[config.mk]
export PLATFORM = sky130hd
export DESIGN_NAME = pipelined_adder
export DESIGN_NICKNAME = d
export VERILOG_FILES = /design/src/rtl/adder_pkg.sv /design/src/rtl/adder_slice.sv /design/src/rtl/pipelined_adder.sv
export SDC_FILE = /design/constraint.sdc
export NUM_CORES = 1
export LEC_CHECK = 0
export ABC_AREA = 1
export CAP_MARGIN = 20
export CELL_PAD_IN_SITES_DETAIL_PLACEMENT = 2
export CELL_PAD_IN_SITES_GLOBAL_PLACEMENT = 2
export CORE_MARGIN = 2
export CORE_UTILIZATION = 36
export CTS_BUF_LIST = sky130_fd_sc_hd__clkbuf_4
export DETAILED_ROUTE_END_ITERATION = 8
export PLACE_DENSITY_LB_ADDON = 0.1
export SETUP_SLACK_MARGIN = 0.02
export SKIP_CTS_REPAIR_TIMING = 1
export SYNTH_ARGS = -nofsm -noshare
export SYNTH_HDL_FRONTEND = slang
export SYNTH_SLANG_ARGS = --single-unit
[constraint.sdc]
create_clock -name clk -period 4.6 [get_ports clk]
set_input_delay 0.46 -clock clk [delete_from_list [all_inputs] [get_ports clk]]
set_output_delay 0.46 -clock clk [all_outputs]
set_load 0.03 [all_outputs]
[src/rtl/adder_pkg.sv]
// Shared arithmetic helpers for the pipelined datapath blocks (adder now, mul/acc later).
// Holds chunk sizing, the stage-divisibility check and the full-adder cell.
package adder_pkg;

  localparam int DEFAULT_WIDTH  = 32;
  localparam int DEFAULT_STAGES = 4;

  // Per-stage control fields carried alongside the data words.
  localparam int STAGE_VALID_BITS = 1;
  localparam int STAGE_CARRY_BITS = 1;

  function automatic int chunk_width(input int width, input int stages);
    return (stages > 0) ? (width / stages) : 0;
  endfunction

  function automatic bit stages_divide(input int width, input int stages);
    return (stages > 0) && (width >= stages) && ((width % stages) == 0);
  endfunction

  // Stage record: valid, carry, partial sum and both operand words.
  function automatic int stage_record_bits(input int width);
    return STAGE_VALID_BITS + STAGE_CARRY_BITS + (3 * width);
  endfunction

  // Returns {carry_out, sum_bit}.
  function automatic logic [1:0] full_add(input logic a, input logic b, input logic ci);
    return {(a & b) | (ci & (a ^ b)), a ^ b ^ ci};
  endfunction

endpackage

[src/rtl/adder_slice.sv]
// Combinational CHUNK-bit ripple adder slice built from full-adder cells.
// One instance per pipeline stage; carry enters from the previous stage.
module adder_slice
  import adder_pkg::*;
#(
  parameter int CHUNK = 8
) (
  input  logic [CHUNK-1:0] i_a,
  input  logic [CHUNK-1:0] i_b,
  input  logic             i_ci,
  output logic [CHUNK-1:0] o_s,
  output logic             o_co
);

  // Ripple the carry LSB-first through the cells.
  always_comb begin
    logic [1:0] w_fa;
    logic       w_c;
    w_c = i_ci;
    o_s = '0;
    for (int i = 0; i < CHUNK; i++) begin
      w_fa   = full_add(i_a[i], i_b[i], w_c);
      o_s[i] = w_fa[0];
      w_c    = w_fa[1];
    end
    o_co = w_c;
  end

endmodule

[src/rtl/pipelined_adder.sv]
// WIDTH-bit adder split into STAGES carry-chained slices, one slice per stage,
// with valid/ready streaming on both sides and a bubble-collapsing ready chain.
module pipelined_adder
  import adder_pkg::*;
#(
  parameter int WIDTH  = DEFAULT_WIDTH,
  parameter int STAGES = DEFAULT_STAGES,
  parameter int SIGNED = 0
) (
  input  logic             clk,
  input  logic             rst_n,
  input  logic             in_valid,
  output logic             in_ready,
  input  logic [WIDTH-1:0] a,
  input  logic [WIDTH-1:0] b,
  input  logic             cin,
  output logic             out_valid,
  input  logic             out_ready,
  output logic [WIDTH-1:0] sum,
  output logic             cout,
  output logic             ovf
);

  localparam int CHUNK = chunk_width(WIDTH, STAGES);

  if (!stages_divide(WIDTH, STAGES)) begin : g_bad_cfg
    $error("pipelined_adder: WIDTH must be a non-zero multiple of STAGES");
  end

  logic [STAGES-1:0]            w_valid_q;
  logic [STAGES-1:0]            w_carry_q;
  logic [STAGES-1:0]            w_rdy;
  logic [STAGES-1:0][WIDTH-1:0] w_a_q;
  logic [STAGES-1:0][WIDTH-1:0] w_b_q;
  logic [STAGES-1:0][WIDTH-1:0] w_sum_q;
  logic                         w_unused_ops;

  // Stage k may load when it is empty or anything downstream can move.
  always_comb begin
    logic w_run;
    w_run = out_ready;
    w_rdy = '0;
    for (int k = STAGES - 1; k >= 0; k--) begin
      w_run    = w_run | ~w_valid_q[k];
      w_rdy[k] = w_run;
    end
  end

  assign in_ready = w_rdy[0];

  for (genvar k = 0; k < STAGES; k++) begin : g_stage
    logic [WIDTH-1:0] w_a_in;
    logic [WIDTH-1:0] w_b_in;
    logic [WIDTH-1:0] w_sum_in;
    logic [WIDTH-1:0] w_sum_new;
    logic [CHUNK-1:0] w_s;
    logic             w_c_in;
    logic             w_v_in;
    logic             w_co;
    logic             r_valid;
    logic             r_c;
    logic [WIDTH-1:0] r_a;
    logic [WIDTH-1:0] r_b;
    logic [WIDTH-1:0] r_sum;

    if (k == 0) begin : g_head
      assign w_a_in   = a;
      assign w_b_in   = b;
      assign w_sum_in = '0;
      assign w_c_in   = cin;
      assign w_v_in   = in_valid & w_rdy[0];
    end else begin : g_body
      assign w_a_in   = w_a_q[k-1];
      assign w_b_in   = w_b_q[k-1];
      assign w_sum_in = w_sum_q[k-1];
      assign w_c_in   = w_carry_q[k-1];
      assign w_v_in   = w_valid_q[k-1];
    end

    adder_slice #(.CHUNK(CHUNK)) u_slice (
      .i_a  (w_a_in[k*CHUNK +: CHUNK]),
      .i_b  (w_b_in[k*CHUNK +: CHUNK]),
      .i_ci (w_c_in),
      .o_s  (w_s),
      .o_co (w_co)
    );

    // Splice this stage's chunk into the partial sum handed down the pipe.
    always_comb begin
      w_sum_new                     = w_sum_in;
      w_sum_new[k*CHUNK +: CHUNK]   = w_s;
    end

    // Stage register; data only moves with a valid entry so an empty output keeps its last value.
    always_ff @(posedge clk or negedge rst_n) begin
      if (!rst_n) begin
        r_valid <= 1'b0;
        r_c     <= 1'b0;
        r_a     <= '0;
        r_b     <= '0;
        r_sum   <= '0;
      end else if (w_rdy[k]) begin
        r_valid <= w_v_in;
        if (w_v_in) begin
          r_c   <= w_co;
          r_a   <= w_a_in;
          r_b   <= w_b_in;
          r_sum <= w_sum_new;
        end
      end
    end

    assign w_valid_q[k] = r_valid;
    assign w_carry_q[k] = r_c;
    assign w_a_q[k]     = r_a;
    assign w_b_q[k]     = r_b;
    assign w_sum_q[k]   = r_sum;

    if (k == STAGES - 1) begin : g_tail
      logic r_ovf;

      // Overflow needs the final sum MSB, so it is resolved as the last chunk lands.
      always_ff @(posedge clk or negedge rst_n) begin
        if (!rst_n) begin
          r_ovf <= 1'b0;
        end else if (w_rdy[k] && w_v_in) begin
          r_ovf <= (SIGNED != 0) && (w_a_in[WIDTH-1] == w_b_in[WIDTH-1]) &&
                   (w_sum_new[WIDTH-1] != w_a_in[WIDTH-1]);
        end
      end

      assign ovf = r_ovf;
    end
  end

  // Operand bits of already-summed chunks are carried but never read again.
  assign w_unused_ops = ^{w_a_q, w_b_q};

  assign out_valid = w_valid_q[STAGES-1];
  assign sum       = w_sum_q[STAGES-1];
  assign cout      = w_carry_q[STAGES-1];

endmodule

Yosys cells after proc, flatten, opt, wreduce, memory -nomap -nowiden
Cells that the tools add are included.

Flip-flop bits (word level): 280. Input port bits: 69. Output and inout port bits: 36. Word-level logic and storage cells: 191.

Bitwise logic cells: 169. Reduce and logical (&&, ||, !) cells: 4.

Operators by type and width (count): $and A1 B1 Y1 (65); $xor A1 B1 Y1 (64); $or A1 B1 Y1 (36); $reduce_and A2 Y1 (4); $not A1 Y1 (4).

Depth between registers and ports, before layout
Depth after elaboration: 17. Gate-level depth with buffers: 14. Mapped depth without buffers: 14.

Cells and area by module
From an unflattened synthesis, not the netlist that was laid out.

Cell total of the unflattened synthesis: 869. Area total of the unflattened synthesis: 8027.7 sq um.

Modules (own cells, without submodules): pipelined_adder (times used 1, cells an instance 797, area each 7236.9 sq um, seq. area each 4604.4 sq um); adder_slice (times used 4, cells an instance 18, area each 197.7 sq um, seq. area each 0.0 sq um).

Least setup slack after synthesis
OpenSTA, ideal clock, no wires.

Path type: input -> register. From: input a[0]. To: register g_stage[0].r_sum[7]. Setup time: 0.066 ns. Arrival: 3.611 ns. Data required time: 4.534 ns. Setup slack: 0.923 ns. Stages on the path: 14. Path buffers: 0. Path through: inv_1 > fa_1 > inv_1 > fa_1 > fa_1 > fa_1 > fa_1 > fa_1 > fa_1 > inv_1 > fa_1 > inv_1 > nand3_1 > nand2_1.

Word-level cells in the longest chain between the ends: 16. Elaborated cells on any way between the ends: 17. Classes of those cells: bitwise: 17.

RTL lines: start: declaration (line pipelined_adder.sv:14) `input logic [WIDTH-1:0] a,`; $xor A1 B1 Y1 (line adder_pkg.sv:27) `return {(a & b) | (ci & (a ^ b)), a ^ b ^ ci};`; $and A1 B1 Y1 (line adder_pkg.sv:27); $or A1 B1 Y1 (*) (line adder_pkg.sv:27); $and A1 B1 Y1 (*) (line adder_pkg.sv:27); $or A1 B1 Y1 (*) (line adder_pkg.sv:27); $and A1 B1 Y1 (*) (line adder_pkg.sv:27); $or A1 B1 Y1 (*) (line adder_pkg.sv:27); $and A1 B1 Y1 (*) (line adder_pkg.sv:27); $or A1 B1 Y1 (*) (line adder_pkg.sv:27); $and A1 B1 Y1 (*) (line adder_pkg.sv:27); $or A1 B1 Y1 (*) (line adder_pkg.sv:27); $and A1 B1 Y1 (*) (line adder_pkg.sv:27); $or A1 B1 Y1 (*) (line adder_pkg.sv:27); $and A1 B1 Y1 (*) (line adder_pkg.sv:27); $or A1 B1 Y1 (*) (line adder_pkg.sv:27); $xor A1 B1 Y1 (*) (line adder_pkg.sv:27); end signal: assignment (line pipelined_adder.sv:108) `r_sum <= w_sum_new;`; end: declaration (line pipelined_adder.sv:64) `logic [WIDTH-1:0] r_sum;`.

Every way passes the cells marked *; elsewhere a longest branch is shown, timed or not. A chain may end at the register's enable or synchronous reset.

Final worst setup path
From: register g_stage[0].r_c. To: register g_stage[1].r_sum[15].

Word-level cells in the longest chain between the ends: 15.

RTL lines: start: declaration (line pipelined_adder.sv:61) `logic r_c;`; start signal: assignment (line pipelined_adder.sv:105) `r_c <= w_co;`; $and A1 B1 Y1 (line adder_pkg.sv:27); $or A1 B1 Y1 (line adder_pkg.sv:27); $and A1 B1 Y1 (line adder_pkg.sv:27); $or A1 B1 Y1 (line adder_pkg.sv:27); $and A1 B1 Y1 (line adder_pkg.sv:27); $or A1 B1 Y1 (line adder_pkg.sv:27); $and A1 B1 Y1 (line adder_pkg.sv:27); $or A1 B1 Y1 (line adder_pkg.sv:27); $and A1 B1 Y1 (line adder_pkg.sv:27); $or A1 B1 Y1 (line adder_pkg.sv:27); $and A1 B1 Y1 (line adder_pkg.sv:27); $or A1 B1 Y1 (line adder_pkg.sv:27); $and A1 B1 Y1 (line adder_pkg.sv:27); $or A1 B1 Y1 (line adder_pkg.sv:27); $xor A1 B1 Y1 (line adder_pkg.sv:27); end signal: assignment (line pipelined_adder.sv:108); end: declaration (line pipelined_adder.sv:64).

No other way between the ends.

==> impl_results.md <==
- Worst EP required: 5.08 ns
- Synth Net Count: 946
- Grt ovf: 0
- H-tree depth: 4
- Post-synthesis sequential area ratio: 0.579
- Synthesized area: 7950 sq um
- FF+latch area: 4600 sq um
- Min-delay worst type: in -> reg
- Leak: 4.81 nW
- Max Clk Rate: 0.262 GHz
- Via/cell ratio: 4.80
- Final net count: 1022
- Worst IR drop on VDD: 0.000183 V
- # port buffers: 103
- Post-Syn Instances: 845
- Number of max-cap violations: 0
- Worst-path clk slew: 0.14 ns
- Ports: 105
- Fraction of layout cells with a size suffix above 1: 0.0535
- 1st-pass router iterations: 6
- Critical-path top delay cell: fa_1
- Worst-path fanout max: 2
- Worst slew margin: 0.315
- Gr usage total: 0.183
- # fillers: 2357
- Synth-to-Final Area Change: 19.0%
- TNS Setup: 0 ns
- Fin crit share: 0.830
- Die X: 153 um
- Vias in the first global route: 6592
- Bufs on Longest Clock Path: 2
- Commonest non-fill, non-tap cell in the layout: nand2_1
- Multi-input logic area: 2940 sq um
- Most frequent cells in the layout: nand2_1 (347), dfrtp_1 (184), nand3_1 (167), clkdlybuf4s50_1 (101), inv_1 (33)
- Via count: 5834
- ANT nets after route: 0
- Syn_area_per_cell: 9.41 sq um
- Global-route wire length before repair: 34600 um
- Type of origin of the critical path: flop
- Post-DP HPWL: 14400 um
- Initial antenna violation count: 1
- Power per Cell Area: 584 nW/um^2
- Drt total wl: 20000 um
- CP max stage delay: 0.42 ns
- Die Footprint: 23300 sq um
- CTS buffer count: 17
- Hold Slack: 0.371 ns
- Cell chain of the critical path: inv_1, fa_1, inv_1, fa_1, fa_1, fa_1, fa_1, fa_1, fa_1, inv_1, fa_1, o21ai_0
- Seq cells post-synth: 184
- Largest net degree at the start of global routing: 89
- Core area: 21800 sq um
- Initial core utilization: 0.366
- Skew-Pair Late Insertion Delay: 0.58 ns
- Average wire per standard cell: 16.5 um
- Critical path class: reg -> reg
- Ys Warns: 0
- Site row count: 54
- Outcome: finished clean
- Finish-stage setup viols: 0
- Initial drt markers: 226
- DRC: 0
- # clock sinks: 184
- CTS tree: built
- Netlist cell types: 17
- RSZ-0062 raised after global routing: false
- Slew @ Worst Pin: 1.02 ns
- Max-slew violation total from the final report: 0
- CP most frequent cell: fa_1
- Clk root buf: clkbuf_4
- Placer congestion estimate: 0.779
- Clock Skews: 0.0166 ns
- Nature of the critical path endpoint: flop
- Fin crit period: 3.82 ns
- Overall die height: 153 um
- Fin. Hold Viols: 0
- Arrival @ worst endpoint: 4.30 ns
## final timing paths
| path | end | depth (start not counted) | from | slack [ns] |
|---|---|---|---|---|
| max | g_stage[1].r_sum[15]$_DFFE_PN0P_ | 12 | g_stage[0].r_c$_DFFE_PN0P_ | 0.78 |
| min | g_stage[0].r_b[11]$_DFFE_PN0P_ | 3 | in_valid | 0.37 |
| max reg2reg | g_stage[1].r_sum[15]$_DFFE_PN0P_ | 12 | g_stage[0].r_c$_DFFE_PN0P_ | 0.78 |
| min reg2reg | g_stage[1].r_sum[2]$_DFFE_PN0P_ | 2 | g_stage[1].r_sum[2]$_DFFE_PN0P_ | 0.49 |
| max in group asynchronous | g_stage[1].r_sum[3]$_DFFE_PN0P_ | 3 | rst_n | 2.85 |
| min in group asynchronous | sum[1]$_DFFE_PN0P_ | 2 | rst_n | 0.47 |
## layer usage
layer	global-route usage	up-vias	wire length, um
met4	0.0441	0	183
met3	0.0356	13	554
met2	0.302	93	9620
met1	0.252	2915	9670
li1	-	2813	-
met5	0	-	0
## where the power goes
group          leakage [nW]  internal, W  switching [W]
clock                 0.165     0.000432       0.000551
sequential             2.29      0.00215       0.000355
combinational          2.36     0.000773        0.00127
total                  4.81      0.00336        0.00217
## sequential cells by signal (all words and copies together), names as in the netlist
register / flops
g_stage.r_valid: 3
out_valid: 1
g_stage.r_a: 48
g_stage.r_c: 3
sum: 32
g_stage.r_sum: 48
cout: 1
g_stage.r_b: 48
## cells by family (layout without fill, tap and decap cells)
family          count (synthesis)  in the layout  share of synthesized area
other cells                     1              2                   0.000471
buf+inv                        89            178                     0.0525
compound gates                 13             13                    0.00818
simple gates                  526            526                      0.279
flops                         184            184                      0.579
fa+ha+maj                      32             32                     0.0805
## critical path, delay by kind of cell (launching register included)
| kind | cells | cell delay, ns |
|---|---|---|
| DFF | 1 | 0.41 |
| AOI/OAI and AO/OA | 1 | 0.15 |
| buffers and inverters | 3 | 0.22 |
| adders and majority gates | 8 | 2.96 |
## final cells by class
class / count / share of cell area
clock inverters: 14 / 0.0190
multi-input cells: 572 / 0.310
repair buffers: 113 / 0.119
flip-flops and latches: 184 / 0.487
inverters: 33 / 0.0131
well taps: 280 / 0.0370
diodes: 1 / 0.000264
clock buffers: 18 / 0.0143
## synth_stat cells, drive strengths merged
master  count  area, sq um
nand2     352         1330
dfrtp     184         4600
nand3     168          841
buf        40          234
inv        33          124
fa         32          641
clkbuf     16         60.1
o21ai       9         45.0
nor2        5         26.3
a21oi       4         20.0
conb        1         3.75
nand4       1         21.3
## through the flow
step	instances	setup WS (ns)	total power (W)	utilization	area, sq um
final	1215	0.782	0.00553	0.435	9460
after global routing	1215	0.557	0.00601	0.435	9460
after CTS	1211	0.708	0.00564	0.433	9410
after detailed placement	1179	0.240	0.00463	0.418	9090
after global placement	1179	0.375	0.00448	0.418	9090
after floorplan	845	0.923	0.00379	-	7950
Note: power is estimated with default switching activity, not from simulation.
